--- config.mk ---
export PLATFORM = sky130hd
export DESIGN_NAME = cpu_decode_pipe
export DESIGN_NICKNAME = d
export VERILOG_FILES = /design/src/rtl/cpu_pkg.sv /design/src/rtl/cpu_scoreboard.sv /design/src/rtl/cpu_decode_pipe.sv
export SDC_FILE = /design/constraint.sdc
export NUM_CORES = 1
export LEC_CHECK = 0
export BUFFER_PORTS_ARGS = -buffer_cell sky130_fd_sc_hd__buf_4
export CAP_MARGIN = 20
export CORE_MARGIN = 8
export CORE_UTILIZATION = 50
export DETAILED_ROUTE_END_ITERATION = 8
export GPL_TIMING_DRIVEN = 0
export PLACE_DENSITY_LB_ADDON = 0.12
export REMOVE_ABC_BUFFERS = 1
export SYNTH_ARGS = -nofsm -noshare
export SYNTH_HDL_FRONTEND = slang
export SYNTH_SLANG_ARGS = --single-unit
--- constraint.sdc ---
create_clock -name clk_i -period 8.7 [get_ports clk_i]
set_input_delay 1.74 -clock clk_i [delete_from_list [all_inputs] [get_ports clk_i]]
set_output_delay 1.74 -clock clk_i [all_outputs]
set_load 0.01 [all_outputs]
--- src/rtl/cpu_pkg.sv ---
// Shared moxie decode definitions: op code constants, instruction form masks,
// the form-1 enable table and the opcode-to-fields decode function.
package cpu_pkg;

  localparam int OP_CODE_W = 6;
  localparam int NUM_REGS  = 16;

  typedef logic [OP_CODE_W-1:0] op_t;

  localparam op_t OP_NOP    = 6'd0;
  localparam op_t OP_BAD    = 6'd1;
  localparam op_t OP_LDI_L  = 6'd2;
  localparam op_t OP_MOV    = 6'd3;
  localparam op_t OP_ADD_L  = 6'd4;
  localparam op_t OP_AND    = 6'd5;
  localparam op_t OP_SUB_L  = 6'd6;
  localparam op_t OP_OR     = 6'd7;
  localparam op_t OP_XOR    = 6'd8;
  localparam op_t OP_MUL_L  = 6'd9;
  localparam op_t OP_DIV_L  = 6'd10;
  localparam op_t OP_UDIV_L = 6'd11;
  localparam op_t OP_MOD_L  = 6'd12;
  localparam op_t OP_UMOD_L = 6'd13;
  localparam op_t OP_INC    = 6'd14;
  localparam op_t OP_DEC    = 6'd15;
  localparam op_t OP_GSR    = 6'd16;
  localparam op_t OP_SSR    = 6'd17;
  localparam op_t OP_BEQ    = 6'd18;
  localparam op_t OP_BNE    = 6'd19;
  localparam op_t OP_BLT    = 6'd20;
  localparam op_t OP_BGT    = 6'd21;
  localparam op_t OP_BLTU   = 6'd22;
  localparam op_t OP_BGTU   = 6'd23;
  localparam op_t OP_BGE    = 6'd24;
  localparam op_t OP_BLE    = 6'd25;
  localparam op_t OP_BGEU   = 6'd26;
  localparam op_t OP_BLEU   = 6'd27;
  localparam op_t OP_JSRA   = 6'd28;
  localparam op_t OP_RET    = 6'd29;
  localparam op_t OP_PUSH   = 6'd30;
  localparam op_t OP_POP    = 6'd31;
  localparam op_t OP_LDA_L  = 6'd32;
  localparam op_t OP_STA_L  = 6'd33;
  localparam op_t OP_LD_L   = 6'd34;
  localparam op_t OP_ST_L   = 6'd35;
  localparam op_t OP_LDO_L  = 6'd36;
  localparam op_t OP_STO_L  = 6'd37;
  localparam op_t OP_CMP    = 6'd38;
  localparam op_t OP_SEX_B  = 6'd39;
  localparam op_t OP_SEX_S  = 6'd40;
  localparam op_t OP_ZEX_B  = 6'd41;
  localparam op_t OP_ZEX_S  = 6'd42;
  localparam op_t OP_UMUL_X = 6'd43;
  localparam op_t OP_MUL_X  = 6'd44;
  localparam op_t OP_JSR    = 6'd45;
  localparam op_t OP_JMPA   = 6'd46;
  localparam op_t OP_JMP    = 6'd47;
  localparam op_t OP_LSHR   = 6'd48;
  localparam op_t OP_ASHL   = 6'd49;
  localparam op_t OP_ASHR   = 6'd50;
  localparam op_t OP_NEG    = 6'd51;
  localparam op_t OP_NOT    = 6'd52;
  localparam op_t OP_SWI    = 6'd53;
  localparam op_t OP_BRK    = 6'd54;

  localparam logic [15:0] FORM_MASK   = 16'hC000;
  localparam logic [15:0] FORM2_BITS  = 16'h8000;
  localparam logic [15:0] FORM3_BITS  = 16'hC000;
  localparam logic [3:0]  BRANCH_LAST = 4'd9;

  typedef enum logic [1:0] {
    OPND_NONE = 2'd0,
    OPND_LONG = 2'd1,
    OPND_ZX8  = 2'd2,
    OPND_SX10 = 2'd3
  } opnd_sel_e;

  typedef struct packed {
    op_t  op;
    logic rd;
    logic wr;
    logic lng;
  } f1_entry_t;

  typedef struct packed {
    op_t        op;
    logic [3:0] reg_a;
    logic [3:0] reg_b;
    logic [3:0] dest;
    logic       rd;
    logic       wr;
    opnd_sel_e  opnd;
  } dec_t;

  // Form-1 table: {op, reads regA/regB, writes [7:4], trailing immediate word}.
  // Sub-word memory forms are not handled by execute and decode as bad.
  function automatic f1_entry_t f1_lookup(input logic [7:0] code);
    f1_entry_t e;
    case (code)
      8'h00:   e = '{OP_NOP,    1'b0, 1'b0, 1'b0};
      8'h01:   e = '{OP_LDI_L,  1'b0, 1'b1, 1'b1};
      8'h02:   e = '{OP_MOV,    1'b1, 1'b1, 1'b0};
      8'h03:   e = '{OP_JSRA,   1'b0, 1'b0, 1'b1};
      8'h04:   e = '{OP_RET,    1'b0, 1'b0, 1'b0};
      8'h05:   e = '{OP_ADD_L,  1'b1, 1'b1, 1'b0};
      8'h06:   e = '{OP_PUSH,   1'b1, 1'b1, 1'b0};
      8'h07:   e = '{OP_POP,    1'b1, 1'b1, 1'b0};
      8'h08:   e = '{OP_LDA_L,  1'b0, 1'b1, 1'b1};
      8'h09:   e = '{OP_STA_L,  1'b1, 1'b0, 1'b1};
      8'h0A:   e = '{OP_LD_L,   1'b1, 1'b1, 1'b0};
      8'h0B:   e = '{OP_ST_L,   1'b1, 1'b0, 1'b0};
      8'h0C:   e = '{OP_LDO_L,  1'b1, 1'b1, 1'b1};
      8'h0D:   e = '{OP_STO_L,  1'b1, 1'b0, 1'b1};
      8'h0E:   e = '{OP_CMP,    1'b1, 1'b0, 1'b0};
      8'h0F:   e = '{OP_NOP,    1'b0, 1'b0, 1'b0};
      8'h10:   e = '{OP_SEX_B,  1'b1, 1'b1, 1'b0};
      8'h11:   e = '{OP_SEX_S,  1'b1, 1'b1, 1'b0};
      8'h12:   e = '{OP_ZEX_B,  1'b1, 1'b1, 1'b0};
      8'h13:   e = '{OP_ZEX_S,  1'b1, 1'b1, 1'b0};
      8'h14:   e = '{OP_UMUL_X, 1'b1, 1'b1, 1'b0};
      8'h15:   e = '{OP_MUL_X,  1'b1, 1'b1, 1'b0};
      8'h19:   e = '{OP_JSR,    1'b1, 1'b0, 1'b0};
      8'h1A:   e = '{OP_JMPA,   1'b0, 1'b0, 1'b1};
      8'h25:   e = '{OP_JMP,    1'b1, 1'b0, 1'b0};
      8'h26:   e = '{OP_AND,    1'b1, 1'b1, 1'b0};
      8'h27:   e = '{OP_LSHR,   1'b1, 1'b1, 1'b0};
      8'h28:   e = '{OP_ASHL,   1'b1, 1'b1, 1'b0};
      8'h29:   e = '{OP_SUB_L,  1'b1, 1'b1, 1'b0};
      8'h2A:   e = '{OP_NEG,    1'b1, 1'b1, 1'b0};
      8'h2B:   e = '{OP_OR,     1'b1, 1'b1, 1'b0};
      8'h2C:   e = '{OP_NOT,    1'b1, 1'b1, 1'b0};
      8'h2D:   e = '{OP_ASHR,   1'b1, 1'b1, 1'b0};
      8'h2E:   e = '{OP_XOR,    1'b1, 1'b1, 1'b0};
      8'h2F:   e = '{OP_MUL_L,  1'b1, 1'b1, 1'b0};
      8'h30:   e = '{OP_SWI,    1'b0, 1'b0, 1'b1};
      8'h31:   e = '{OP_DIV_L,  1'b1, 1'b1, 1'b0};
      8'h32:   e = '{OP_UDIV_L, 1'b1, 1'b1, 1'b0};
      8'h33:   e = '{OP_MOD_L,  1'b1, 1'b1, 1'b0};
      8'h34:   e = '{OP_UMOD_L, 1'b1, 1'b1, 1'b0};
      8'h35:   e = '{OP_BRK,    1'b0, 1'b0, 1'b0};
      default: e = '{OP_BAD,    1'b0, 1'b0, 1'b0};
    endcase
    return e;
  endfunction

  function automatic dec_t decode_insn(input logic [15:0] insn);
    dec_t      d;
    f1_entry_t e;
    d.op    = OP_BAD;
    d.reg_a = insn[7:4];
    d.reg_b = insn[3:0];
    d.dest  = insn[7:4];
    d.rd    = 1'b0;
    d.wr    = 1'b0;
    d.opnd  = OPND_NONE;
    e       = f1_lookup(insn[15:8]);
    if ((insn & FORM_MASK) == FORM3_BITS) begin
      d.reg_a = 4'd0;
      d.reg_b = 4'd0;
      d.dest  = 4'd0;
      if (insn[13:10] <= BRANCH_LAST) begin
        d.op   = OP_BEQ + op_t'(insn[13:10]);
        d.opnd = OPND_SX10;
      end else begin
        d.op = OP_BAD;
      end
    end else if ((insn & FORM_MASK) == FORM2_BITS) begin
      // regB mirrors regA so the scoreboard never sees a phantom second source
      d.reg_a = insn[11:8];
      d.reg_b = insn[11:8];
      d.dest  = insn[11:8];
      d.opnd  = OPND_ZX8;
      case (insn[13:12])
        2'b00: begin d.op = OP_INC; d.rd = 1'b1; d.wr = 1'b1; end
        2'b01: begin d.op = OP_DEC; d.rd = 1'b1; d.wr = 1'b1; end
        2'b10: begin d.op = OP_GSR; d.wr = 1'b1; end
        2'b11: begin d.op = OP_SSR; d.rd = 1'b1; end
        default: d.op = OP_BAD;
      endcase
    end else begin
      d.op   = e.op;
      d.rd   = e.rd;
      d.wr   = e.wr;
      d.opnd = e.lng ? OPND_LONG : OPND_NONE;
    end
    return d;
  endfunction

endpackage

--- src/rtl/cpu_scoreboard.sv ---
// Register scoreboard: one pending bit per register with an in-flight write,
// and the RAW/WAW hazard lookup for the instruction offered by fetch.
module cpu_scoreboard
  import cpu_pkg::*;
#(
  parameter bit HAZARD_EN = 1'b1
) (
  input  logic       clk_i,
  input  logic       rst_i,
  input  logic       set_i,
  input  logic [3:0] set_idx_i,
  input  logic       wb_valid_i,
  input  logic [3:0] wb_index_i,
  input  logic       kill_i,
  input  logic [3:0] kill_idx_i,
  input  logic       chk_valid_i,
  input  logic       chk_rd_i,
  input  logic       chk_wr_i,
  input  logic [3:0] chk_a_i,
  input  logic [3:0] chk_b_i,
  input  logic [3:0] chk_dest_i,
  output logic       hazard_o
);

  logic [NUM_REGS-1:0] pending_q;
  logic [NUM_REGS-1:0] pending_d;
  logic [NUM_REGS-1:0] next_s;
  logic [NUM_REGS-1:0] wb_clr_s;
  logic [NUM_REGS-1:0] kill_clr_s;
  logic [NUM_REGS-1:0] pend_s;

  // Clears apply first so a set to the same index in the same cycle wins.
  always_comb begin
    wb_clr_s               = {NUM_REGS{1'b0}};
    wb_clr_s[wb_index_i]   = wb_valid_i;
    kill_clr_s             = {NUM_REGS{1'b0}};
    kill_clr_s[kill_idx_i] = kill_i;
    next_s                 = pending_q & ~wb_clr_s & ~kill_clr_s;
    next_s[set_idx_i]      = next_s[set_idx_i] | set_i;
    pending_d              = HAZARD_EN ? next_s : {NUM_REGS{1'b0}};
    pend_s                 = pending_q & ~wb_clr_s;
    hazard_o               = HAZARD_EN && chk_valid_i &&
                             ((chk_rd_i && (pend_s[chk_a_i] || pend_s[chk_b_i])) ||
                              (chk_wr_i && pend_s[chk_dest_i]));
  end

  always_ff @(posedge clk_i) begin
    if (rst_i) begin
      pending_q <= {NUM_REGS{1'b0}};
    end else begin
      pending_q <= pending_d;
    end
  end

endmodule

--- src/rtl/cpu_decode_pipe.sv ---
// Moxie decode stage: decodes fetched opcodes into a one-entry registered
// output slot with valid/ready flow control and a register hazard scoreboard.
module cpu_decode_pipe
  import cpu_pkg::*;
#(
  parameter int DATA_W    = 32,
  parameter int OP_W      = 6,
  parameter bit HAZARD_EN = 1'b1
) (
  input  logic              clk_i,
  input  logic              rst_i,
  input  logic              valid_i,
  input  logic [15:0]       opcode_i,
  input  logic [DATA_W-1:0] operand_i,
  output logic              ready_o,
  output logic              valid_o,
  input  logic              ready_i,
  output logic [OP_W-1:0]   op_o,
  output logic [3:0]        regA_o,
  output logic [3:0]        regB_o,
  output logic [DATA_W-1:0] operand_o,
  output logic              register_read_enable_o,
  output logic              register_write_enable_o,
  output logic [3:0]        register_write_index_o,
  input  logic              wb_valid_i,
  input  logic [3:0]        wb_index_i,
  input  logic              flush_i
);

  dec_t              dec_s;
  logic [DATA_W-1:0] operand_s;
  logic              hazard_s;
  logic              accept_s;
  logic              kill_s;

  logic              valid_q,   valid_d;
  logic [OP_W-1:0]   op_q,      op_d;
  logic [3:0]        reg_a_q,   reg_a_d;
  logic [3:0]        reg_b_q,   reg_b_d;
  logic [DATA_W-1:0] operand_q, operand_d;
  logic              rd_en_q,   rd_en_d;
  logic              wr_en_q,   wr_en_d;
  logic [3:0]        wr_idx_q,  wr_idx_d;

  always_comb begin
    dec_s = decode_insn(opcode_i);
    case (dec_s.opnd)
      OPND_LONG: operand_s = operand_i;
      OPND_ZX8:  operand_s = {{(DATA_W-8){1'b0}}, opcode_i[7:0]};
      OPND_SX10: operand_s = {{(DATA_W-10){opcode_i[9]}}, opcode_i[9:0]};
      default:   operand_s = {DATA_W{1'b0}};
    endcase
  end

  assign ready_o  = (!valid_q || ready_i) && !hazard_s && !flush_i;
  assign accept_s = valid_i && ready_o;
  // A killed slot never reaches writeback, so its pending bit is dropped here.
  assign kill_s   = flush_i && valid_q && wr_en_q;

  cpu_scoreboard #(
    .HAZARD_EN (HAZARD_EN)
  ) u_sb (
    .clk_i       (clk_i),
    .rst_i       (rst_i),
    .set_i       (accept_s && dec_s.wr),
    .set_idx_i   (dec_s.dest),
    .wb_valid_i  (wb_valid_i),
    .wb_index_i  (wb_index_i),
    .kill_i      (kill_s),
    .kill_idx_i  (wr_idx_q),
    .chk_valid_i (valid_i),
    .chk_rd_i    (dec_s.rd),
    .chk_wr_i    (dec_s.wr),
    .chk_a_i     (dec_s.reg_a),
    .chk_b_i     (dec_s.reg_b),
    .chk_dest_i  (dec_s.dest),
    .hazard_o    (hazard_s)
  );

  // Load on accept, empty on consume or flush (enables forced low), else hold.
  always_comb begin
    valid_d   = valid_q;
    op_d      = op_q;
    reg_a_d   = reg_a_q;
    reg_b_d   = reg_b_q;
    operand_d = operand_q;
    rd_en_d   = rd_en_q;
    wr_en_d   = wr_en_q;
    wr_idx_d  = wr_idx_q;
    if (accept_s) begin
      valid_d   = 1'b1;
      op_d      = OP_W'(dec_s.op);
      reg_a_d   = dec_s.reg_a;
      reg_b_d   = dec_s.reg_b;
      operand_d = operand_s;
      rd_en_d   = dec_s.rd;
      wr_en_d   = dec_s.wr;
      wr_idx_d  = dec_s.dest;
    end else if (flush_i || ready_i) begin
      valid_d = 1'b0;
      rd_en_d = 1'b0;
      wr_en_d = 1'b0;
    end else begin
      valid_d = valid_q;
    end
  end

  always_ff @(posedge clk_i) begin
    if (rst_i) begin
      valid_q   <= 1'b0;
      op_q      <= OP_W'(OP_NOP);
      reg_a_q   <= 4'd0;
      reg_b_q   <= 4'd0;
      operand_q <= {DATA_W{1'b0}};
      rd_en_q   <= 1'b0;
      wr_en_q   <= 1'b0;
      wr_idx_q  <= 4'd0;
    end else begin
      valid_q   <= valid_d;
      op_q      <= op_d;
      reg_a_q   <= reg_a_d;
      reg_b_q   <= reg_b_d;
      operand_q <= operand_d;
      rd_en_q   <= rd_en_d;
      wr_en_q   <= wr_en_d;
      wr_idx_q  <= wr_idx_d;
    end
  end

  assign valid_o                 = valid_q;
  assign op_o                    = op_q;
  assign regA_o                  = reg_a_q;
  assign regB_o                  = reg_b_q;
  assign operand_o               = operand_q;
  assign register_read_enable_o  = rd_en_q;
  assign register_write_enable_o = wr_en_q;
  assign register_write_index_o  = wr_idx_q;

endmodule

# ---- After elaboration in Yosys (flattened, before gate mapping)
# Memories as Yosys holds them, arrays and structs flattened.
# Index checks and enable logic that the tools add are counted.
dict set report classes {
  add_sub_neg 1
  mul 0
  n_div 0
  magnitude_cmp 9
  eq_ne 8
  shifts 0
  n_mux 33
  bitwise 7
  n_reduce_logical 24
}
# op n
set op_table {}
lappend op_table {{one-hot mux 32 bit (3 select lines)} 1}
lappend op_table {{bitwise AND 16 bit} 4}
lappend op_table {{inverter 16 bit} 2}
lappend op_table {{less-than comparator 4 x 5 -> 1 bit (second input constant)} 5}
lappend op_table {{one-hot mux 6 bit (4 select lines)} 1}
lappend op_table {{2-to-1 mux 18 bit} 1}
lappend op_table {{binary-select mux 1 bit (select 4 bit)} 4}
lappend op_table {{bitwise mux 16 bit} 1}
lappend op_table {{2-to-1 mux 1 bit} 14}
lappend op_table {{demux 1 bit (select 4 bit)} 3}
lappend op_table {{== test 2 bit (second input constant)} 6}
lappend op_table {{greater-or-equal comparator 4 x 1 -> 1 bit (second input constant)} 3}
lappend op_table {{logical AND 1 bit} 12}
lappend op_table {{2-to-1 mux 12 bit} 1}
lappend op_table {{2-to-1 mux 6 bit} 2}
lappend op_table {{2-to-1 mux 9 bit} 1}
lappend op_table {{adder 5 x 4 -> 6 bit (first input constant)} 1}
lappend op_table {{2-to-1 mux 2 bit} 3}
lappend op_table {{OR reduction 3 bit} 2}
lappend op_table {{== test 2 x 1 -> 1 bit (second input constant)} 2}
lappend op_table {{less-or-equal comparator 4 bit (second input constant)} 1}
lappend op_table {{logical NOT 2 bit} 2}
lappend op_table {{logical OR 1 bit} 4}
lappend op_table {{2-to-1 mux 4 bit} 1}
lappend op_table {{3 further kinds} 5}
dict set report totals {
  ff_bits 69
  latch_bits 0
  ram_bits 0
  rom_bits 576
  input_bits 58
  out_inout_bits 54
  wordCells 92
  mem_count 1
}
# memory depth width rd rd_ports_with_merged_regs wr line_no
set memory_table {}
lappend memory_table {{(no name shown)} 64 9 1 0 0 cpu_pkg.sv:99} ;# case (code)

# ---- Logic depth before layout (Yosys ltp)
# Gate-level depths: netlist (run 1).
dict set report depth {
  ltp_word 20
  depth_mapped 13
  ltp_nobuf 10
}

# ---- Hierarchy
# A second synthesis (run 1) with hierarchy kept.
dict set report unflattened {
  hier_cells 538
  area_unflattened_um2 4549.4
}
# mod n_inst cells_each area_each_um2 seq_area_each_um2
set modules_own_cells {}
lappend modules_own_cells {cpu_decode_pipe 1 379 3251.9 980.9}
lappend modules_own_cells {cpu_scoreboard 1 159 1297.5 320.3}

# ---- Worst setup path before layout (run 1)
# No wires, ideal clock.
dict set report synth_timing {
  kind {in2out}
  from {in opcode_i[15]}
  to {out ready_o}
  t_arrival_ps 3946
  required_time_ps 6960
  slack_ps 3014
  stages 11
  path_buffers 3
  cell_sequence {buf_4 and2b_1 a21oi_2 nor2b_1 buf_2 a21boi_1 a2111oi_4 o21bai_2 clkbuf_1 nand2_1 a21boi_0}
}
dict set report synth_between {
  elab_chain_len 12
  word_cells_on_any_way 22
  cone_classes {eq/ne (2); mux (11); reduce/logical (9)}
}
# item line_no
set synth_rtl {}
lappend synth_rtl {{start: declaration} cpu_decode_pipe.sv:13} ;# input logic [15:0] opcode_i,
lappend synth_rtl {{== test 2 bit} cpu_pkg.sv:167} ;# end else if ((insn & FORM_MASK) == FORM2_BITS) begin
lappend synth_rtl {{2-to-1 mux 12 bit} cpu_pkg.sv:167}
lappend synth_rtl {{2-to-1 mux 18 bit} cpu_pkg.sv:157} ;# if ((insn & FORM_MASK) == FORM3_BITS) begin
lappend synth_rtl {{binary-select mux 1 bit (select 4 bit)} cpu_scoreboard.sv:43} ;# ((chk_rd_i && (pend_s[chk_a_i] || pend_s[chk_b_i])) ||
lappend synth_rtl {{2-to-1 mux 1 bit (implied by the code)} cpu_scoreboard.sv:43}
lappend synth_rtl {{logical OR 1 bit} cpu_scoreboard.sv:43}
lappend synth_rtl {{logical AND 1 bit} cpu_scoreboard.sv:43}
lappend synth_rtl {{logical OR 1 bit *} cpu_scoreboard.sv:43}
lappend synth_rtl {{logical AND 1 bit *} cpu_scoreboard.sv:42} ;# hazard_o = HAZARD_EN && chk_valid_i &&
lappend synth_rtl {{logical NOT 1 bit *} cpu_decode_pipe.sv:55} ;# assign ready_o = (!valid_q || ready_i) && !hazard_s && !flush_i;
lappend synth_rtl {{logical AND 1 bit * (2 in a row)} cpu_decode_pipe.sv:55}
lappend synth_rtl {{end: declaration} cpu_decode_pipe.sv:15} ;# output logic ready_o,
# Every way passes the cells marked *; elsewhere a longest branch is shown, timed or not. The select of a mux whose other input is x is not followed.

# ---- Worst setup path after layout (run 1)
# Ends and elaborated chain as after synthesis.

==> impl_metrics.toml, run 1 <==
[run_status]
status = "finished with violations"
violations = "design-rule violations"

[clock_network]
path_clk_slew_ns = 0.07
clockBufferDepth = 2
cts_setup_buffers = 0
cts_buffers = 9
ctsRootBufferMaster = "clkbuf_8"
holdBufCountCts = 0
h-tree-depth = 3
cts_sinks = 65
clock_latency_ns = 0.35
cts_tree = "done"
cts.repair.resized = 0

[grt]
grt_pass1_vias = 4796
grt-busiest-layer = "met2"
grt-ovfl-total = 0
antenna_found_initial = 0
met2_usage = 0.371
grt_pass1_wl_um = 23900
grt_max_degree = 63
use_met1 = 0.272
grt_use_total = 0.231
met3_usage = 0.0931

[power]
power_density_nw_per_um2 = 159
p_leak_nw = 2.09
vdd.ir_drop.worst_uv = 173

[synthesis]
synth_seq_cells = 65
synth_edf_count = 0
synthesis.instances = 550
synth-async-reset-ratio = 0
synth_flop_cell = "dfxtp_1"
synth-seq-area-share = 0.285
syn_area_sq_um = 4560
ys_types = 77
yosys_warnings = 0
avgSynthCellArea_sq_um = 8.30

[cells_and_area]
layout-drive-gt1-share = 0.311
area_growth_pct = 23.6
nets = 692
antennaDiodeCount = 0
fin_area_sq_um = 5640
final_cells = 742
mostFrequentLayoutCell = "buf_4"
final_cell_mix = "buf_4 (114), a21oi_1 (105), dfxtp_1 (65), o21ai_0 (32), a211oi_2 (30)"

[sta]
drv_slew = 0
max_freq_mhz = 156
setup_violations = 0
timing.final.crit_period_ns = 6.40
worst_clock_skew_ns = 0.0145
finalCritPeriodShare = 0.736
tns_ns = 0
hold_ws_ns = 0.463
maxSlewHeadroom = 0.359
rsz0062_at_grt = "false"
worstMarginPinSlew_ns = 0.961
final-hold-violation-count = 0

[setup_path]
startpoint_type = "input port"
crit_fanout = 31
cpLargestDelayFamily = "compound AO/OA/AOI/OAI gates"
path_cells = "buf_4, nand2b_1, o22ai_1, buf_4, a22oi_1, a21boi_1, a2111oi_4, o21bai_4, buf_12, nand2_1, a21boi_0, buf_4"
worst-path-buf-inv = 4
worstSetupEndpointType = "output port"
cp.required_ns = 6.96
crit_top_cell = "buf_4"
crit_type = "in2out"
cp_slowest_stage_delay_ns = 0.53
critPathArrivalTime_ns = 4.66
cp_slowest_cell = "o22ai_1"

[placed_design]
dp_cells = 725
io_buffers = 111
dp_hpwl_um = 10900
gp_congestion = 0.930
place_area_sq_um = 5400

[detailed_routing]
ant_nets = 0
drc = 2
vias_per_cell = 6.57
detail_route.wl_per_cell_um = 20.4
first_pass_iters = 7
initialDrtViolationCount = 344
drt_wl_total_um = 15200
vias = 4872

[hold_path]
worstHoldPathType = "reg2reg"

[floorplanning]
dieArea_sq_um = 12400
die_h_um = 112
core.rowCount = 35
initial_utilization = 0.503
coreArea_sq_um = 9060
io_pins = 112
fp.dieW_um = 112

[run]
maxCapViolCount = 0
[worst min-delay path: stages, from the launching register on]
cell,delay (ns)
dfxtp_1,0.32
nand2_1,0.05
o21ai_1,0.05
[report_power, final]
part | switching [W] | internal, W
clock network | 0.000132 | 0.000170
registers | 0.0000142 | 0.000318
logic | 0.000150 | 0.000110
[stage by stage]
| stage | utilization | total power, W | worst slack, ns |
|---|---|---|---|
| floorplan | - | 0.000479 | 2.25 |
| CTS | 0.621 | 0.000896 | 2.13 |
| detailed placement | 0.596 | 0.000596 | 2.16 |
| global placement | 0.582 | 0.000581 | 0.877 |
| finish | 0.622 | 0.000894 | 2.30 |
| global route | 0.622 | 0.000933 | 2.13 |
[metal layers]
layer / part of all wire / wire length (um)
met3: 0.11 / 1720
met4: 0.020 / 300
met2: 0.46 / 7010
met1: 0.40 / 6120
met5: 0 / 0
[final timing paths]
kind | to | slack [ns] | cells past startpoint | startpoint
worst max-delay path | ready_o | 2.30 | 12 | opcode_i[15]
worst min-delay path | operand_o[31]$_SDFFE_PP0N_ | 0.46 | 2 | operand_o[31]$_SDFFE_PP0N_
worst max register to register | u_sb.pending_q[12]$_SDFF_PP0_ | 5.87 | 8 | regA_o[0]$_SDFFE_PP0N_
worst min register to register | operand_o[31]$_SDFFE_PP0N_ | 0.46 | 2 | operand_o[31]$_SDFFE_PP0N_
[kinds of logic (layout without fill, tap and decap cells)]
family / Yosys count / count (layout) / share of synthesized area
simple gates: 116 / 116 / 0.141
buf+inv: 66 / 147 / 0.0677
flops: 65 / 65 / 0.285
compound gates: 287 / 287 / 0.455
fa+ha+maj: 8 / 8 / 0.0219
mux: 8 / 8 / 0.0285
[area by class of cell]
type	instances	area, sq um
Tap cell	111	139
Multi-Input combinational cell	419	2980
Clock inverter	6	88.8
Sequential cell	65	1300
Fill cell	768	3430
Clock buffer	10	138
Inverter	13	48.8
Timing Repair Buffer	118	938
[state kept, by name, indices dropped and copies added (netlist names)]
name	flops
register_write_enable_o	1
regA_o	4
register_read_enable_o	1
u_sb.pending_q	16
op_o	6
regB_o	4
operand_o	32
valid_o	1
[cell usage after synthesis (all sizes together) (4+ instances only)]
cell    number  area, sq um
inv         12         45.1
nor2        26          100
a21boi      10         75.1
ha           8          100
nand2       25         93.8
a211oi      41          458
mux2i        4         40.0
nand3b       7         56.3
clkbuf      32          120
nor3         4         20.0
a31o         6         52.6
mux4         4         90.1
nand3        8         40.0
a311oi      20          181
buf         21          140
o21ai       38          190
dfxtp       65         1300
a21oi      107          543
a22oi       23          178
and2         4         27.5
nand2b      10         62.6
nor2b       11         68.8
a31oi        7         58.8
Note: power is estimated with default switching activity, not from simulation.
==> run 2: changes to the inputs <==
--- a/config.mk
+++ b/config.mk
@@ -5,10 +5,11 @@
 export SDC_FILE = /design/constraint.sdc
 export NUM_CORES = 1
 export LEC_CHECK = 0
+export ABC_AREA = 1
 export BUFFER_PORTS_ARGS = -buffer_cell sky130_fd_sc_hd__buf_4
 export CAP_MARGIN = 20
 export CORE_MARGIN = 8
-export CORE_UTILIZATION = 50
+export CORE_UTILIZATION = 49
 export DETAILED_ROUTE_END_ITERATION = 8
 export GPL_TIMING_DRIVEN = 0
 export PLACE_DENSITY_LB_ADDON = 0.12
==> constraint.sdc (replaced) <==
create_clock -name clk_i -period 5.2 [get_ports clk_i]
set_input_delay 1.04 -clock clk_i [delete_from_list [all_inputs] [get_ports clk_i]]
set_output_delay 1.04 -clock clk_i [all_outputs]
set_load 0.01 [all_outputs]
==> run 2 against run 1 <==
The run now ends clean. First-iteration DRC count grew 52%. Cell count grew 33%. Wire length grew 1.0%. Sequential power grew 58%. Largest power group unchanged.
==> impl_metrics.toml, run 2 <==
[run_status]
status = "completed"

[floorplanning]
die_h_um = 113
io_pins = 112
coreArea_sq_um = 9150
core.rowCount = 35
dieArea_sq_um = 12700
fp.dieW_um = 113
initial_utilization = 0.499

[synthesis]
synth-async-reset-ratio = 0
synth_edf_count = 0
synthTopCellsByArea = "dfxtp_1 (29%), nand2_1 (20%), a21oi_1 (9.3%)"
synth-xor-area-share = 0
yosys.area_share.simple = 0.345
synth_top_family_by_area = "simple AND/OR/NAND/NOR gates"
synth_top_cell_by_area = "dfxtp_1"
synth_commonest_cells = "nand2_1 (239), inv_1 (102), a21oi_1 (85), nor2_1 (80), dfxtp_1 (65)"
synth_flop_cell = "dfxtp_1"
ys_types = 35
yosys.area_share.adder = 0.0219
syn_area_sq_um = 4560
synthesis.instances = 782
synth_top_area_share = 0.285
yosys_warnings = 0
synth-seq-area-share = 0.285
synth_compound_area_frac = 0.213
synth_mux_area_frac = 0
synth_seq_cells = 65
avgSynthCellArea_sq_um = 5.84
yosysMostFrequentCell = "nand2_1"

[sta]
worstMarginPinSlew_ns = 0.808
rsz0062_at_grt = "false"
tns_ns = 0
maxSlewHeadroom = 0.460
final-hold-violation-count = 0
drv_slew = 0
worst_clock_skew_ns = 0.00915
setup_violations = 0
hold_ws_ns = 0.468
finalCritPeriodShare = 0.793
max_freq_mhz = 243
timing.final.crit_period_ns = 4.12

[clock_network]
cts_sinks = 65
clock_latency_ns = 0.35
ctsRootBufferMaster = "clkbuf_8"
cts_buffers = 9
cts_setup_buffers = 0
holdBufCountCts = 0
path_clk_slew_ns = 0.09
h-tree-depth = 3
cts.repair.resized = 0
cts_tree = "done"
clockBufferDepth = 2

[setup_path]
cpLargestDelayFamily = "simple AND/OR/NAND/NOR gates"
cp_slowest_cell = "a21oi_1"
startpoint_type = "input port"
worst-path-buf-inv = 5
crit_top_cell = "nand2_1"
crit_fanout = 8
cp.required_ns = 4.16
critPathArrivalTime_ns = 3.08
crit_type = "in2out"
worstSetupEndpointType = "output port"
cp_slowest_stage_delay_ns = 0.26
path_cells = "buf_4, inv_1, ha_1, inv_1, nand2_1, nand3_1, a21oi_1, o2111ai_1, o21ai_0, nand2_1, nand2_1, nand3_1, nand2_1, inv_1, buf_4"

[grt]
grt_pass1_vias = 5198
grt_pass1_wl_um = 25100
antenna_found_initial = 0
grt_use_total = 0.240
grt-ovfl-total = 0
grt_max_degree = 66

[power]
power_density_nw_per_um2 = 237
vdd.ir_drop.worst_uv = 188
p_leak_nw = 2.75

[placed_design]
io_buffers = 111
dp_hpwl_um = 11800
dp_cells = 973
gp_congestion = 0.994

[detailed_routing]
drt_wl_total_um = 15300
routed-wl-met3_um = 1130
drc = 0
route.met2.wl_um = 7290
first_pass_iters = 6
vias = 5438
detail_route.wl_per_cell_um = 15.5
met1_length_um = 6530
routed.top_layer = "met4"
initialDrtViolationCount = 522
ant_nets = 0
vias_per_cell = 5.50

[cells_and_area]
fillCellCount = 929
layout-drive-gt1-share = 0.166
area_growth_pct = 22.4
mostFrequentLayoutCell = "nand2_1"
nets = 939
antennaDiodeCount = 0
final_cells = 989
final_cell_mix = "nand2_1 (239), buf_4 (111), inv_1 (102), a21oi_1 (85), nor2_1 (80)"
utilization = 0.610
largest_register_ffs = 32

[run]
maxCapViolCount = 0

[hold_path]
worstHoldPathType = "reg2reg"
==> run 2: changes by cell type in the layout (fill, tap and decap cells not counted), sizes merged, moves of 29 or more <==
cell / change
nand2: +215
inv: +98
nor2: +56
nand3: +43
a211oi: -40
o21ai: +29
==> run 2: path summary, 6_finish.rpt <==
kind,startpoint,to,slack (ns),cells past startpoint
worst max-delay path,opcode_i[8],ready_o,1.08,15
worst min-delay path,operand_o[17]$_SDFFE_PP0N_,operand_o[17]$_SDFFE_PP0N_,0.47,2
worst max register to register,u_sb.pending_q[7]$_SDFF_PP0_,op_o[3]$_SDFFE_PP0N_,2.09,14
worst min register to register,operand_o[17]$_SDFFE_PP0N_,operand_o[17]$_SDFFE_PP0N_,0.47,2
==> run 2: worst min-delay path, stage by stage (launching register included) <==
cell and delay (ns):
dfxtp_1 0.32, nand2_1 0.06, a21oi_1 0.05
==> run 2: cell type report <==
type | instances | area [sq um] | share of cell area
multi-input cells | 573 | 2650 | 0.473
flip-flops and latches | 65 | 1300 | 0.233
repair buffers | 113 | 876 | 0.157
inverters | 111 | 418 | 0.0748
well taps | 111 | 139 | 0.0249
clock buffers | 9 | 124 | 0.0222
clock inverters | 7 | 83.8 | 0.0150
==> run 2: report_power, final <==
part	switching [W]	internal (W)
clock	0.000236	0.000231
combinational	0.000209	0.000118
sequential	0.0000115	0.000516
total	0.000457	0.000865
==> run 2: per-layer routing <==
metal  track usage  vias to the layer above
met1         0.280                     2529
li1              -                     2691
met4        0.0899                        0
met2         0.412                      192
met3        0.0649                       26
met5             0                        -
==> run 2: cell families (layout without fill, tap and decap cells) <==
group                      count (synthesis)  after routing
adders and majority gates                  8              8
DFF                                       65             65
buffers and inverters                    144            240
and+or+nand+nor                          387            387
AOI/OAI and AO/OA                        178            178
==> run 2: per-stage QoR <==
step	area [sq um]	worst slack [ns]	power, W
finish	5590	1.08	0.00132
global placement	5340	0.158	0.000853
floorplan	4360	1.52	0.000721
global route	5590	0.783	0.00139
detailed placement	5380	0.814	0.000862
CTS	5590	1.09	0.00133
==> run 3: changes to the inputs <==
--- a/config.mk
+++ b/config.mk
@@ -9,7 +9,7 @@
 export BUFFER_PORTS_ARGS = -buffer_cell sky130_fd_sc_hd__buf_4
 export CAP_MARGIN = 20
 export CORE_MARGIN = 8
-export CORE_UTILIZATION = 49
+export CORE_UTILIZATION = 50
 export DETAILED_ROUTE_END_ITERATION = 8
 export GPL_TIMING_DRIVEN = 0
 export PLACE_DENSITY_LB_ADDON = 0.12
==> constraint.sdc (replaced) <==
create_clock -name clk_i -period 4 [get_ports clk_i]
set_input_delay 0.8 -clock clk_i [delete_from_list [all_inputs] [get_ports clk_i]]
set_output_delay 0.8 -clock clk_i [all_outputs]
set_load 0.01 [all_outputs]
==> run 3 against run 2 <==
Combinational power up 31%. Sequential share of layout area decreased by 0.052 points. Worst hold slack got worse by 0.0017 ns. First-iteration DRC count shrank 18%. Setup slack got worse by 0.80 ns. Die area down 1.7%. Register-to-register slack worse by 0.63 ns. Sequential cell count unchanged. Critical path type unchanged. Largest cell class unchanged.
==> impl_metrics.toml, run 3 (synthesis results as in run 2) <==
[grt]
grt_pass1_vias = 5029
grt_use_total = 0.240
grt_pass1_wl_um = 24700
grt-ovfl-total = 0
antenna_found_initial = 0
grt_max_degree = 66

[sta]
finalCritPeriodShare = 0.930
setup_violations = 0
maxSlewHeadroom = 0.532
worst_clock_skew_ns = 0.0122
worstMarginPinSlew_ns = 0.702
timing.final.crit_period_ns = 3.72
drv_slew = 0
rsz0062_at_grt = "false"
max_freq_mhz = 269
setup_ws_ns = 0.279
final-hold-violation-count = 0

[clock_network]
cts_sinks = 65
h-tree-depth = 3
cts_tree = "done"
path_clk_slew_ns = 0.08
cts_setup_buffers = 0
holdBufCountCts = 0
ctsRootBufferMaster = "clkbuf_8"
clockBufferDepth = 2
clock_latency_ns = 0.36
cts_buffers = 9
cts.repair.resized = 0

[detailed_routing]
drc = 0
initialDrtViolationCount = 427
vias_per_cell = 5.40
ant_nets = 0
vias = 5336
drt_wl_total_um = 15200
first_pass_iters = 5
detail_route.wl_per_cell_um = 15.4

[run]
maxCapViolCount = 0

[cells_and_area]
layout-drive-gt1-share = 0.166
final_cells = 989
largest_register_ffs = 32
nets = 939
seqCellArea_sq_um = 1300
mostFrequentLayoutCell = "nand2_1"
fillCellCount = 879
antennaDiodeCount = 0
multi_input_area_sq_um = 2650
final_cell_mix = "nand2_1 (239), buf_4 (111), inv_1 (102), a21oi_1 (85), nor2_1 (80)"
utilization = 0.618
area_growth_pct = 22.7
fin_area_sq_um = 5600

[setup_path]
critPathArrivalTime_ns = 2.92
cp_slowest_stage_delay_ns = 0.24
cp.required_ns = 3.20
cp_slowest_cell = "inv_1"
crit_fanout = 8
startpoint_type = "input port"
crit_type = "in2out"
crit_top_cell = "nand2_1"
path_cells = "buf_4, inv_1, ha_1, inv_1, nand2_1, nand3_1, a21oi_1, o2111ai_1, o21ai_0, nand2_1, nand2_1, nand3_1, nand2_1, inv_1, buf_4"
worstSetupEndpointType = "output port"

[floorplanning]
dieArea_sq_um = 12400
initial_utilization = 0.504
io_pins = 112
fp.dieW_um = 112
core.rowCount = 35
coreArea_sq_um = 9060
die_h_um = 112

[placed_design]
gp_congestion = 0.953
io_buffers = 111
dp_hpwl_um = 11700
pre_cts_ws_ns = -0.269
dp_cells = 973
place_area_sq_um = 5380

[power]
p_leak_nw = 2.75
power_density_nw_per_um2 = 306
vdd.ir_drop.worst_uv = 185

[run_status]
status = "completed"

[hold_path]
worstHoldPathType = "reg2reg"
## run 3: cell count changes in the layout (fill, tap and decap cells not counted)
cell,change
nand4_2,-1
clkinv_2,-1
inv_6,+1
nand4_4,+1
## run 3: metrics by stage
stage	total power [W]	hold slack [ns]	TNS, ns
floorplan	0.000937	0.484	0
global placement	0.00111	0.453	-32.05
detailed placement	0.00112	0.457	-9.64
CTS	0.00172	0.468	0
global route	0.00180	0.483	0
finish	0.00171	0.466	0
## run 3: cell type report
class                   instances  area share
multi-input cells             573       0.474
flip-flops and latches         65       0.232
repair buffers                113       0.156
inverters                     111      0.0753
well taps                     111      0.0248
clock buffers                   9      0.0221
clock inverters                 7      0.0150
## run 3: metal layers
layer	track usage	wire length, um
met1	0.287	6260
met2	0.400	7220
met3	0.0698	1450
met4	0.0893	316
met5	0	0
## run 3: critical path: cells and delay by family
kind | cells | cell delay (ns)
simple gates | 6 | 0.73
buf+inv | 5 | 0.61
compound gates | 3 | 0.56
fa+ha+maj | 1 | 0.21
## run 3: path summary, 6_finish.rpt
| path | cells after the start | endpoint | slack [ns] | startpoint |
|---|---|---|---|---|
| setup / recovery | 15 | ready_o | 0.28 | opcode_i[8] |
| hold / removal | 2 | op_o[2]$_SDFFE_PP0N_ | 0.47 | op_o[2]$_SDFFE_PP0N_ |
| setup reg to reg | 14 | op_o[0]$_SDFFE_PP0N_ | 1.46 | u_sb.pending_q[9]$_SDFF_PP0_ |
| hold reg to reg | 2 | op_o[2]$_SDFFE_PP0N_ | 0.47 | op_o[2]$_SDFFE_PP0N_ |
## run 3: power by group
group	internal (W)	switching (W)	leakage (nW)
registers	0.000670	0.0000149	0.527
logic	0.000154	0.000275	2.12
clock network	0.000300	0.000298	0.103
total	0.00112	0.000588	2.75
